[src/rtl/pipeline_hazard_ctrl.sv]
// pipeline_hazard_ctrl: hazard/sequencing control for the 5-stage MIPS pipeline buffers and PC.
module pipeline_hazard_ctrl #(
    parameter int AW    = 12,
    parameter int CW    = 16,
    parameter int DRAIN = 2
) (
    input  logic          clk,
    input  logic          rst_n,
    input  logic          mem_ready,
    input  logic [4:0]    id_rs,
    input  logic [4:0]    id_rt,
    input  logic          id_use_rs,
    input  logic          id_use_rt,
    input  logic          ex_mem_read,
    input  logic [4:0]    ex_rd,
    input  logic          ex_branch,
    input  logic          ex_taken,
    input  logic          ex_p,
    input  logic          ex_halt,
    input  logic [AW-1:0] ex_pc_4,
    input  logic          resume,
    output logic          pc_go,
    output logic [1:0]    pc_sel,
    output logic [AW-1:0] resume_pc,
    output logic          if_id_go,
    output logic          id_ex_go,
    output logic          ex_mem_go,
    output logic          mem_wb_go,
    output logic          if_id_clear,
    output logic          id_ex_clear,
    output logic          halted,
    output logic [CW-1:0] stall_cnt,
    output logic [CW-1:0] flush_cnt
);
    localparam int DW = (DRAIN > 1) ? $clog2(DRAIN) : 1;
    localparam logic [1:0] S_RUN    = 2'd0;
    localparam logic [1:0] S_DRAIN  = 2'd1;
    localparam logic [1:0] S_HALTED = 2'd2;

    logic [1:0]    state_q, state_d;
    logic [DW-1:0] drain_q, drain_d;
    logic [AW-1:0] resume_pc_q, resume_pc_d;
    logic [CW-1:0] stall_cnt_q, stall_cnt_d;
    logic [CW-1:0] flush_cnt_q, flush_cnt_d;
    logic          mispredict, load_use;

    assign mispredict = ex_branch && (ex_taken != ex_p);
    assign load_use   = ex_mem_read && (ex_rd != 5'd0) &&
                        (((ex_rd == id_rs) && id_use_rs) || ((ex_rd == id_rt) && id_use_rt));

    // Outputs are forced to the free-running pattern while rst_n is low.
    always_comb begin
        state_d     = state_q;
        drain_d     = drain_q;
        resume_pc_d = resume_pc_q;
        stall_cnt_d = stall_cnt_q;
        flush_cnt_d = flush_cnt_q;
        pc_go       = 1'b1;
        pc_sel      = 2'd0;
        if_id_go    = 1'b1;
        id_ex_go    = 1'b1;
        ex_mem_go   = 1'b1;
        mem_wb_go   = 1'b1;
        if_id_clear = 1'b0;
        id_ex_clear = 1'b0;
        halted      = 1'b0;
        if (!rst_n) begin
            state_d = S_RUN;
        end else if (state_q == S_RUN) begin
            if (!mem_ready) begin
                pc_go     = 1'b0;
                if_id_go  = 1'b0;
                id_ex_go  = 1'b0;
                ex_mem_go = 1'b0;
                mem_wb_go = 1'b0;
            end else if (ex_halt) begin
                pc_go       = 1'b0;
                if_id_clear = 1'b1;
                id_ex_clear = 1'b1;
                state_d     = S_DRAIN;
                drain_d     = DW'(DRAIN - 1);
                resume_pc_d = ex_pc_4;
            end else if (mispredict) begin
                pc_sel      = 2'd1;
                if_id_clear = 1'b1;
                id_ex_clear = 1'b1;
                flush_cnt_d = (&flush_cnt_q) ? flush_cnt_q : flush_cnt_q + 1'b1;
            end else if (load_use) begin
                pc_go       = 1'b0;
                if_id_go    = 1'b0;
                id_ex_clear = 1'b1;
                stall_cnt_d = (&stall_cnt_q) ? stall_cnt_q : stall_cnt_q + 1'b1;
            end
        end else if (state_q == S_DRAIN) begin
            pc_go     = 1'b0;
            if_id_go  = 1'b0;
            id_ex_go  = 1'b0;
            ex_mem_go = mem_ready;
            mem_wb_go = mem_ready;
            if (mem_ready) begin
                state_d = (drain_q == '0) ? S_HALTED : state_q;
                drain_d = (drain_q == '0) ? drain_q : drain_q - 1'b1;
            end
        end else begin
            halted    = 1'b1;
            if_id_go  = 1'b0;
            id_ex_go  = 1'b0;
            ex_mem_go = 1'b0;
            mem_wb_go = 1'b0;
            pc_go     = resume && mem_ready;
            pc_sel    = (resume && mem_ready) ? 2'd2 : 2'd0;
            state_d   = (resume && mem_ready) ? S_RUN : state_q;
        end
    end

    always_ff @(posedge clk or negedge rst_n) begin
        if (!rst_n) begin
            state_q     <= S_RUN;
            drain_q     <= '0;
            resume_pc_q <= '0;
            stall_cnt_q <= '0;
            flush_cnt_q <= '0;
        end else begin
            state_q     <= state_d;
            drain_q     <= drain_d;
            resume_pc_q <= resume_pc_d;
            stall_cnt_q <= stall_cnt_d;
            flush_cnt_q <= flush_cnt_d;
        end
    end

    assign resume_pc = resume_pc_q;
    assign stall_cnt = stall_cnt_q;
    assign flush_cnt = flush_cnt_q;
endmodule

[config.mk]
export PLATFORM = sky130hd
export DESIGN_NAME = pipeline_hazard_ctrl
export DESIGN_NICKNAME = d
export VERILOG_FILES = /design/src/rtl/pipeline_hazard_ctrl.sv
export SDC_FILE = /design/constraint.sdc
export NUM_CORES = 1
export LEC_CHECK = 0
export ABC_AREA = 1
export BUFFER_PORTS_ARGS = -buffer_cell sky130_fd_sc_hd__buf_2
export CAP_MARGIN = 10
export CORE_UTILIZATION = 48
export DETAILED_ROUTE_END_ITERATION = 8
export GPL_TIMING_DRIVEN = 0
export PLACE_DENSITY_LB_ADDON = 0.3
export SYNTH_ARGS = -nofsm -noshare
export SYNTH_HDL_FRONTEND = slang
export SYNTH_SLANG_ARGS = --single-unit
[constraint.sdc]
create_clock -name clk -period 4.05 [get_ports clk]
set_input_delay 0.81 -clock clk [delete_from_list [all_inputs] [get_ports clk]]
set_output_delay 0.81 -clock clk [all_outputs]
set_load 0.02 [all_outputs]
== After elaboration in Yosys (flattened, before gate mapping) ==
Cells that the tools add are included.

* Bitwise logic cells: 4
* Eq/ne operators: 12
* Reduce and logical (&&, ||, !) cells: 17
* Muxes and demuxes: 52
* Add/sub/neg operators: 3

{| class="wikitable"
|+ Operator list
! operator !! number
|-
| 2-to-1 mux 1 bit || 40
|-
| adder 16 x 1 -> 16 bit, second input constant || 2
|-
| AND reduction 16 bit || 2
|-
| 2-to-1 mux 2 bit || 12
|-
| equality test 5 bit || 2
|-
| AND reduction 5 bit || 2
|-
| inequality test 3 bit, second input constant || 3
|-
| AND reduction 7 bit || 1
|-
| logical AND 1 bit || 6
|-
| inequality test 2 bit, second input constant || 3
|-
| AND reduction 6 bit || 1
|-
| nonzero test 5 bit || 1
|-
| inequality test 4 x 1 -> 1 bit, second input constant || 1
|-
| inequality test 4 bit, second input constant || 1
|-
| NOT 1 bit || 4
|-
| AND reduction 4 bit || 1
|-
| equality test 2 x 1 -> 1 bit, second input constant || 1
|-
| logical NOT 2 bit || 1
|-
| nonzero test 2 bit || 1
|-
| logical OR 1 bit || 1
|-
| inequality test 1 bit || 1
|-
| subtractor 1 bit, second input constant || 1
|}

* Word-level logic and storage cells: 93
* Register bits: 47
* Input port bits: 38
* Output and inout bits: 54

== Longest topological paths before layout ==
Gate-level depths: netlist of run 1.

* Depth after elaboration: 10
* Gate-level depth with buffers: 10
* Gate-level depth less buffers: 9

== Least setup slack after synthesis of run 1 ==
No wires, ideal clock.

* Kind: input to output
* Start point: in ex_rd[3]
* End point: out id_ex_clear
* Arrival: 1.799 ns
* Path slack: 1.441 ns
* Required time: 3.240 ns
* Path buffers: 1
* Stages: 9
* Cells stage by stage: inv_1 nand2_1 nand2_1 nor2_1 nand3_1 nand2_1 buf_2 nand2_1 a21oi_1

* Cells in the longest elaborated chain, start to end: 10
* Elaborated cells on any way between the ends: 14
* Classes of those cells: eq/ne (2); mux (6); reduce/logical (6)

{| class="wikitable"
|+ Ends and longest elaborated chain
! item !! RTL line !! RTL
|-
| start, declared || 15 || <nowiki>input logic [4:0] ex_rd,</nowiki>
|-
| equality test 5 bit || 49 || <nowiki>(((ex_rd == id_rs) && id_use_rs) || ((ex_rd == id_rt) && id_use_rt));</nowiki>
|-
| logical AND 1 bit || 49 ||
|-
| logical OR 1 bit || 49 ||
|-
| logical AND 1 bit * || 48 || <nowiki>assign load_use = ex_mem_read && (ex_rd != 5'd0) &&</nowiki>
|-
| 2-to-1 mux 1 bit * || 88 || <nowiki>end else if (load_use) begin</nowiki>
|-
| 2-to-1 mux 1 bit * || 83 || <nowiki>end else if (mispredict) begin</nowiki>
|-
| 2-to-1 mux 1 bit * || 76 || <nowiki>end else if (ex_halt) begin</nowiki>
|-
| 2-to-1 mux 1 bit * || 70 || <nowiki>if (!mem_ready) begin</nowiki>
|-
| 2-to-1 mux 1 bit * || 69 || <nowiki>end else if (state_q == S_RUN) begin</nowiki>
|-
| 2-to-1 mux 1 bit * || 67 || <nowiki>if (!rst_n) begin</nowiki>
|-
| end, declared || 30 || <nowiki>output logic id_ex_clear,</nowiki>
|}

Every way passes the cells marked *; elsewhere a longest branch is shown, timed or not.

== Final worst setup path of run 1 ==
* Start point: in rst_n
* End point: out pc_sel[0]

* Cells in the longest elaborated chain, start to end: 1

{| class="wikitable"
|+ Ends and longest elaborated chain
! item !! RTL line !! RTL
|-
| start, declared || 8 || <nowiki>input logic rst_n,</nowiki>
|-
| 2-to-1 mux 2 bit || 67 ||
|-
| end, declared || 23 || <nowiki>output logic [1:0] pc_sel,</nowiki>
|}

No other way between the ends.

==> impl_metrics.prom, run 1 <==
# TYPE chip_impl_metric gauge
chip_impl_metric{name="synth_enable_flop_cells",unit=""} 0
chip_impl_metric{name="design.die.area",unit="sq um"} 6418
chip_impl_metric{name="p_per_area",unit="nW/um^2"} 366.0
chip_impl_metric{name="io_buffers",unit=""} 91
chip_impl_metric{name="max-slew-margin-rel",unit=""} 0.7494
chip_impl_info{name="synth_top_flop_cell",value="sky130_fd_sc_hd__dfrtp_1"} 1
chip_impl_metric{name="layout_cells_sized_above_1",unit=""} 0.2560
chip_impl_metric{name="cp_slowest_stage_delay",unit="ns"} 0.32
chip_impl_metric{name="worst_clock_skew",unit="ns"} 0.01154
chip_impl_info{name="layout.cells.most_common_list",value="sky130_fd_sc_hd__nand2_1, sky130_fd_sc_hd__buf_2, sky130_fd_sc_hd__dfrtp_1"} 1
chip_impl_metric{name="std_cell_rows",unit=""} 28
chip_impl_metric{name="finalSetupViolCount",unit=""} 0
chip_impl_info{name="critical_path.cell_chain",value="buf_2 > buf_12 > inv_2 > nor2_4 > inv_2 > nor3_2 > buf_2"} 1
chip_impl_metric{name="fin_crit_sh",unit=""} 0.7249
chip_impl_metric{name="cts_post_setup_buffers_inserted",unit=""} 0
chip_impl_metric{name="cts.reportedPaths.clkPinSlew",unit="ns"} 0.09
chip_impl_metric{name="via_count",unit=""} 2864
chip_impl_metric{name="die_height",unit="um"} 80.12
chip_impl_metric{name="num_io_pins",unit=""} 92
chip_impl_metric{name="cp_data_arrival_time",unit="ns"} 2.13
chip_impl_metric{name="fp.dieW",unit="um"} 80.12
chip_impl_metric{name="synth_nets",unit=""} 445
chip_impl_metric{name="ctsHtreeMaxLevel",unit=""} 2
chip_impl_metric{name="detailedRoute.firstPassIterationCount",unit=""} 6
chip_impl_info{name="outcome",value="finished, violations left"} 1
chip_impl_metric{name="grt_first_pass_wirelength",unit="mm"} 11.14
chip_impl_metric{name="period_needed",unit="ns"} 2.936
chip_impl_metric{name="start_util",unit=""} 0.4977
chip_impl_metric{name="multiInputGateArea",unit="sq um"} 1493
chip_impl_metric{name="clkLatencyLatePin",unit="ns"} 0.30
chip_impl_metric{name="core",unit="sq um"} 5886
chip_impl_metric{name="globalRouteTotalUtil",unit=""} 0.2167
chip_impl_info{name="failed_checks",value="design-rule violations"} 1
chip_impl_metric{name="filler_cell_count",unit=""} 566
chip_impl_metric{name="final_util",unit=""} 0.6118
chip_impl_metric{name="regArea",unit="sq um"} 1176
chip_impl_metric{name="clockBufferDepth",unit=""} 2
chip_impl_metric{name="max-vdd-ir-drop",unit="mV"} 0.2650
chip_impl_metric{name="max_cap_violations",unit=""} 0
chip_impl_metric{name="synth_sequential_area_ratio",unit=""} 0.4015
chip_impl_metric{name="cts_made_buffers",unit=""} 5
chip_impl_metric{name="first_global_vias",unit=""} 2583
chip_impl_metric{name="design.final.nets",unit=""} 544
chip_impl_metric{name="vias_per_cell",unit=""} 4.946
chip_impl_metric{name="report.final.slew_viol_count",unit=""} 0
chip_impl_info{name="setup_repair_after_global_routing_missed_its_margin",value="no"} 1
chip_impl_info{name="layout_commonest_cell",value="sky130_fd_sc_hd__nand2_1"} 1
chip_impl_metric{name="crit_buf_inv",unit=""} 5
chip_impl_metric{name="gpl.final_weighted_congestion",unit=""} 0.8491
chip_impl_info{name="worstSetupStartpointType",value="input port"} 1
chip_impl_metric{name="hpwlAfterDp",unit="mm"} 5.002
chip_impl_metric{name="post_synthesis_cell_area",unit="sq um"} 2929
chip_impl_metric{name="yosysUniqueCellTypes",unit=""} 26
chip_impl_metric{name="post_synthesis_mean_instance_area",unit="sq um"} 7.232
chip_impl_metric{name="largest_net_degree_at_the_start_of_global_routing",unit=""} 55
chip_impl_metric{name="cts-resized-gates",unit=""} 0
chip_impl_info{name="worstSetupPathType",value="in2out"} 1
chip_impl_metric{name="cts-hold-fix-buffers",unit=""} 0
chip_impl_metric{name="avgRoutedWirePerCell",unit="um"} 11.44
chip_impl_info{name="hold_removal_path_class",value="in2async"} 1
chip_impl_metric{name="report.final.hold_viol_count",unit=""} 0
chip_impl_metric{name="cts.sinks",unit=""} 47
chip_impl_metric{name="achievable_frequency",unit="GHz"} 0.3406
chip_impl_metric{name="leak",unit="nW"} 1.957
chip_impl_metric{name="postSynthCellCount",unit=""} 405
chip_impl_metric{name="grt-ovfl-total",unit=""} 0
chip_impl_metric{name="timing.critical_path.required",unit="ns"} 3.24
chip_impl_metric{name="route.final.wire_length",unit="mm"} 6.624
chip_impl_metric{name="setup_tns",unit="ns"} 0
chip_impl_info{name="cp_top_family",value="buffers and inverters"} 1
chip_impl_metric{name="ys_ff_latch",unit=""} 47
chip_impl_info{name="worstSetupEndpointType",value="output pin"} 1
chip_impl_metric{name="postSynth.asyncResetShare",unit=""} 1.000
chip_impl_info{name="cts_root_buffer",value="sky130_fd_sc_hd__clkbuf_8"} 1
chip_impl_metric{name="route.detailed.drc",unit=""} 1
chip_impl_metric{name="detailedRoute.firstIterationViolations",unit=""} 191
chip_impl_metric{name="initial_antenna_violation_count",unit=""} 0
chip_impl_metric{name="route.antenna.remaining_nets",unit=""} 0
chip_impl_info{name="crit_path_top_delay_cell",value="sky130_fd_sc_hd__buf_2"} 1
chip_impl_metric{name="yosys_warnings",unit=""} 0
chip_impl_metric{name="worst_pin_slew",unit="ns"} 0.3759
chip_impl_metric{name="diodes",unit=""} 0
chip_impl_metric{name="area_growth",unit="%"} 22.94
chip_impl_metric{name="crit_fanout",unit=""} 39
chip_impl_info{name="clock_tree_from_tritoncts",value="yes"} 1
==> synth_stat cells (all sizes together) (2+ instances only) <==
| master | count | area (sq um) |
|---|---|---|
| nand4 | 24 | 150.1 |
| xnor2 | 8 | 70.07 |
| nand3 | 23 | 127.6 |
| nor2 | 45 | 186.4 |
| ha | 2 | 25.02 |
| o21ai | 17 | 85.08 |
| buf | 10 | 73.81 |
| nor3 | 7 | 40.04 |
| a21oi | 3 | 15.01 |
| inv | 49 | 186.4 |
| nand2 | 145 | 546.8 |
| dfrtp | 47 | 1176 |
| xor2 | 11 | 96.34 |
| mux2 | 12 | 135.1 |
==> worst reg2reg max path, stage by stage, from the launching register on <==
cell	delay (ns)
sky130_fd_sc_hd__dfrtp_1	0.44
sky130_fd_sc_hd__ha_1	0.24
sky130_fd_sc_hd__nand3_1	0.15
sky130_fd_sc_hd__nor2_1	0.28
sky130_fd_sc_hd__nand4_1	0.16
sky130_fd_sc_hd__nand2_2	0.19
sky130_fd_sc_hd__inv_4	0.08
sky130_fd_sc_hd__buf_6	0.15
sky130_fd_sc_hd__nand3_1	0.08
sky130_fd_sc_hd__nand2_1	0.06
==> report_power, final <==
group	total [mW]	switching, mW	internal, mW
sequential	0.595	0.0524	0.542
combinational	0.389	0.244	0.145
clock	0.334	0.153	0.181
total	1.32	0.449	0.869
==> flip-flops by register name (all words and copies together), names as in the netlist <==
signal,cells
flush_cnt,16
state_q,2
resume_pc,12
stall_cnt,16
drain_q,1
==> through the flow <==
stage / power (mW) / setup WS (ns) / instances / hold slack, ns / cell area, sq um
global placement: 0.9821 / 0.7014 / 571 / 0.4828 / 3478
CTS: 1.331 / 0.6764 / 578 / 0.5108 / 3581
global route: 1.400 / 0.9441 / 579 / 0.4434 / 3601
floorplan: 0.8507 / 1.441 / 405 / 0.5053 / 2929
finish: 1.318 / 1.114 / 579 / 0.4246 / 3601
detailed placement: 0.9949 / 0.6713 / 571 / 0.4877 / 3478
==> path summary, 6_finish.rpt <==
path	end	startpoint	slack, ns	depth (start not counted)
worst max register to register	flush_cnt[4]	flush_cnt[0]	2.13	9
max in group asynchronous	stall_cnt[3]	rst_n	3.10	2
worst min register to register	resume_pc[5]	resume_pc[5]	0.51	1
worst min-delay path	stall_cnt[10]	rst_n	0.42	1
min in group clk	resume_pc[5]	resume_pc[5]	0.51	1
worst max-delay path	pc_sel[0]	rst_n	1.11	7
==> kinds of logic (layout without fill, tap and decap cells) <==
logic type / Yosys count / count (layout) / synth area share
AND/OR/NAND/NOR: 245 / 245 / 0.3614
buffers and inverters: 59 / 158 / 0.08885
flip-flops: 47 / 47 / 0.4015
AO/OA/AOI/OAI: 21 / 21 / 0.03674
XOR/XNOR: 19 / 19 / 0.05681
multiplexers: 12 / 12 / 0.04613
adder cells (fa/ha/maj): 2 / 2 / 0.008542
==> final cells by class <==
class / instances / share of cell area
Multi-Input combinational cell: 299 / 0.4145
Timing Repair Buffer: 92 / 0.1320
Tap cell: 75 / 0.02606
Sequential cell: 47 / 0.3266
Clock inverter: 1 / 0.008339
Clock buffer: 6 / 0.02015
Inverter: 49 / 0.05177
Buffer: 10 / 0.02050
==> layer usage <==
| layer | track usage | wire length [um] | part of all wire | vias to the layer above |
|---|---|---|---|---|
| met4 | 0.04286 | 31 | 0.0047 | 0 |
| li1 | - | - | - | 1485 |
| met2 | 0.3786 | 3208 | 0.48 | 73 |
| met3 | 0.03068 | 232 | 0.035 | 2 |
| met1 | 0.2850 | 3150 | 0.48 | 1304 |
| met5 | 0 | 0 | 0 | - |
(Power assumes the default switching activity.)
==> inputs of run 2 (changes only) <==
CORE_UTILIZATION = 47   (was 48)
clock period = 2.6 ns   (was 4.05 ns; I/O delays follow)
==> run 2 against run 1 <==
Compared with the run above:
- the flow now finishes without violations
- sequential share of layout area increased by 0.068 points
- register-to-register slack got worse by 1.4 ns
- clock skew shrank 0.0026 ns
- largest power group unchanged
- die area is 2.1% higher
- final cell count is the same
==> impl_metrics.prom, run 2 (synthesized netlist as in run 1, its figures left out) <==
# TYPE chip_impl_metric gauge
chip_impl_info{name="outcome",value="completed"} 1
chip_impl_metric{name="total_power",unit="mW"} 2.082
chip_impl_metric{name="dpl.cell_count",unit=""} 571
chip_impl_info{name="clock_tree_from_tritoncts",value="yes"} 1
chip_impl_metric{name="largest_net_degree_at_the_start_of_global_routing",unit=""} 55
chip_impl_info{name="setup_repair_after_global_routing_missed_its_margin",value="no"} 1
chip_impl_metric{name="start_util",unit=""} 0.4918
chip_impl_metric{name="gpl.final_weighted_congestion",unit=""} 0.8512
chip_impl_metric{name="diodes",unit=""} 0
chip_impl_metric{name="route.final.wire_length",unit="mm"} 6.731
chip_impl_metric{name="fin_crit_sh",unit=""} 0.9122
chip_impl_metric{name="final_cell_count_no_fill",unit=""} 579
chip_impl_metric{name="first_global_vias",unit=""} 2692
chip_impl_metric{name="std_cell_rows",unit=""} 28
chip_impl_metric{name="multiInputGateArea",unit="sq um"} 1493
chip_impl_metric{name="timing.critical_path.required",unit="ns"} 2.08
chip_impl_metric{name="worst_clock_skew",unit="ns"} 0.008944
chip_impl_metric{name="detailedRoute.firstPassIterationCount",unit=""} 4
chip_impl_info{name="worstSetupStartpointType",value="input port"} 1
chip_impl_metric{name="leak",unit="nW"} 1.955
chip_impl_metric{name="route.antenna.remaining_nets",unit=""} 0
chip_impl_info{name="cts_root_buffer",value="sky130_fd_sc_hd__clkbuf_8"} 1
chip_impl_metric{name="cts_post_setup_buffers_inserted",unit=""} 0
chip_impl_metric{name="num_io_pins",unit=""} 92
chip_impl_metric{name="fp.dieW",unit="um"} 80.95
chip_impl_metric{name="design.final.nets",unit=""} 543
chip_impl_metric{name="dp_worst_setup_slack",unit="ns"} -0.2391
chip_impl_metric{name="ctsHtreeMaxLevel",unit=""} 2
chip_impl_info{name="worstSetupPathType",value="in2out"} 1
chip_impl_info{name="layout.cells.most_common_list",value="sky130_fd_sc_hd__nand2_1, sky130_fd_sc_hd__buf_2, sky130_fd_sc_hd__dfrtp_1"} 1
chip_impl_metric{name="route.detailed.drc",unit=""} 0
chip_impl_metric{name="report.final.slew_viol_count",unit=""} 0
chip_impl_metric{name="globalRouteTotalUtil",unit=""} 0.2199
chip_impl_metric{name="avgRoutedWirePerCell",unit="um"} 11.63
chip_impl_metric{name="regArea",unit="sq um"} 1176
chip_impl_metric{name="design.die.area",unit="sq um"} 6552
chip_impl_metric{name="layout_cells_sized_above_1",unit=""} 0.2579
chip_impl_metric{name="via_count",unit=""} 2900
chip_impl_metric{name="filler_cell_count",unit=""} 568
chip_impl_metric{name="grt_first_pass_wirelength",unit="mm"} 11.39
chip_impl_metric{name="achievable_frequency",unit="GHz"} 0.4216
chip_impl_metric{name="max-slew-margin-rel",unit=""} 0.5546
chip_impl_metric{name="clockBufferDepth",unit=""} 2
chip_impl_metric{name="crit_fanout",unit=""} 54
chip_impl_metric{name="initial_antenna_violation_count",unit=""} 0
chip_impl_metric{name="max-vdd-ir-drop",unit="mV"} 0.4969
chip_impl_metric{name="p_per_area",unit="nW/um^2"} 579.3
chip_impl_metric{name="io_buffers",unit=""} 91
chip_impl_metric{name="grt-ovfl-total",unit=""} 0
chip_impl_metric{name="cts.reportedPaths.clkPinSlew",unit="ns"} 0.09
chip_impl_metric{name="period_needed",unit="ns"} 2.372
chip_impl_metric{name="cts.sinks",unit=""} 47
chip_impl_metric{name="cp_data_arrival_time",unit="ns"} 1.85
chip_impl_metric{name="core",unit="sq um"} 5956
chip_impl_metric{name="clkLatencyLatePin",unit="ns"} 0.30
chip_impl_metric{name="detailedRoute.firstIterationViolations",unit=""} 134
chip_impl_metric{name="vias_per_cell",unit=""} 5.009
chip_impl_metric{name="finalSetupViolCount",unit=""} 0
chip_impl_metric{name="cts_made_buffers",unit=""} 5
chip_impl_info{name="worstSetupEndpointType",value="output pin"} 1
chip_impl_metric{name="final_util",unit=""} 0.6034
chip_impl_info{name="layout_commonest_cell",value="sky130_fd_sc_hd__nand2_1"} 1
chip_impl_metric{name="report.final.hold_viol_count",unit=""} 0
chip_impl_metric{name="die_height",unit="um"} 80.95
chip_impl_metric{name="area_growth",unit="%"} 22.68
chip_impl_metric{name="max_cap_violations",unit=""} 0
chip_impl_metric{name="worst_slack",unit="ns"} 0.2283
chip_impl_metric{name="worst_pin_slew",unit="ns"} 0.6682
chip_impl_info{name="hold_removal_path_class",value="in2async"} 1
chip_impl_metric{name="hpwlAfterDp",unit="mm"} 5.072
run 2: changes by cell type in the layout (fill, tap and decap cells not counted):
cell                       previous run  this run
sky130_fd_sc_hd__buf_2               96        95
sky130_fd_sc_hd__clkinv_2             0         1
sky130_fd_sc_hd__clkinv_4             0         1
sky130_fd_sc_hd__clkbuf_1             1         0
sky130_fd_sc_hd__buf_4                2         3
sky130_fd_sc_hd__buf_12               1         0
run 2: final cells by class:
cell class / instances / share of cell area
buffer: 10 / 0.02054
sequential: 47 / 0.3273
clock buffer: 5 / 0.01915
inverter: 49 / 0.05188
multi-input combinational: 299 / 0.4154
timing repair buffer: 91 / 0.1274
clock inverter: 3 / 0.01219
tap: 75 / 0.02611
run 2: path summary, 6_finish.rpt:
path                       slack (ns)            to  cells past startpoint         start
setup / recovery                 0.23     pc_sel[0]                      6         rst_n
hold / removal                   0.26  stall_cnt[4]                      1         rst_n
setup reg to reg                 0.71  flush_cnt[2]                      9  flush_cnt[0]
hold reg to reg                  0.51  resume_pc[5]                      1  resume_pc[5]
max in group asynchronous        1.91  stall_cnt[0]                      1         rst_n
min in group clk                 0.44  resume_pc[6]                      2    ex_pc_4[6]
run 2: repair_timing:
| item | in CTS | in global routing |
|---|---|---|
| setup endpoints to repair | 4 | 0 |
| gates resized for setup | 1 | 0 |
| hold buffers | 0 | 0 |
run 2: worst max-delay path, cell delays in order:
cell and delay [ns]:
sky130_fd_sc_hd__buf_4 0.52, sky130_fd_sc_hd__inv_2 0.11, sky130_fd_sc_hd__nor2_4 0.13, sky130_fd_sc_hd__inv_2 0.05
sky130_fd_sc_hd__nor3_2 0.27, sky130_fd_sc_hd__buf_2 0.23
run 2: power by group:
part	internal, mW	switching [mW]	total [mW]
logic	0.223	0.381	0.604
registers	0.845	0.0867	0.932
clock network	0.287	0.259	0.546
run 2: stage by stage:
stage	hold WS [ns]	TNS (ns)	instance area, sq um
2_1_floorplan	0.2244	0	2929
3_3_place_gp	0.4820	-4.280	3478
3_5_place_dp	0.4891	-4.690	3478
4_1_cts	0.2669	0	3593
5_1_grt	0.2910	0	3593
6_report	0.2562	0	3593
run 2: metal layers:
metal  up-vias  share of wire  GRT usage
li1       1479              -          -
met1      1336           0.46     0.2793
met2        80           0.49     0.3807
met3         5          0.048    0.04607
met4         0         0.0068    0.05179
met5         -              0          0
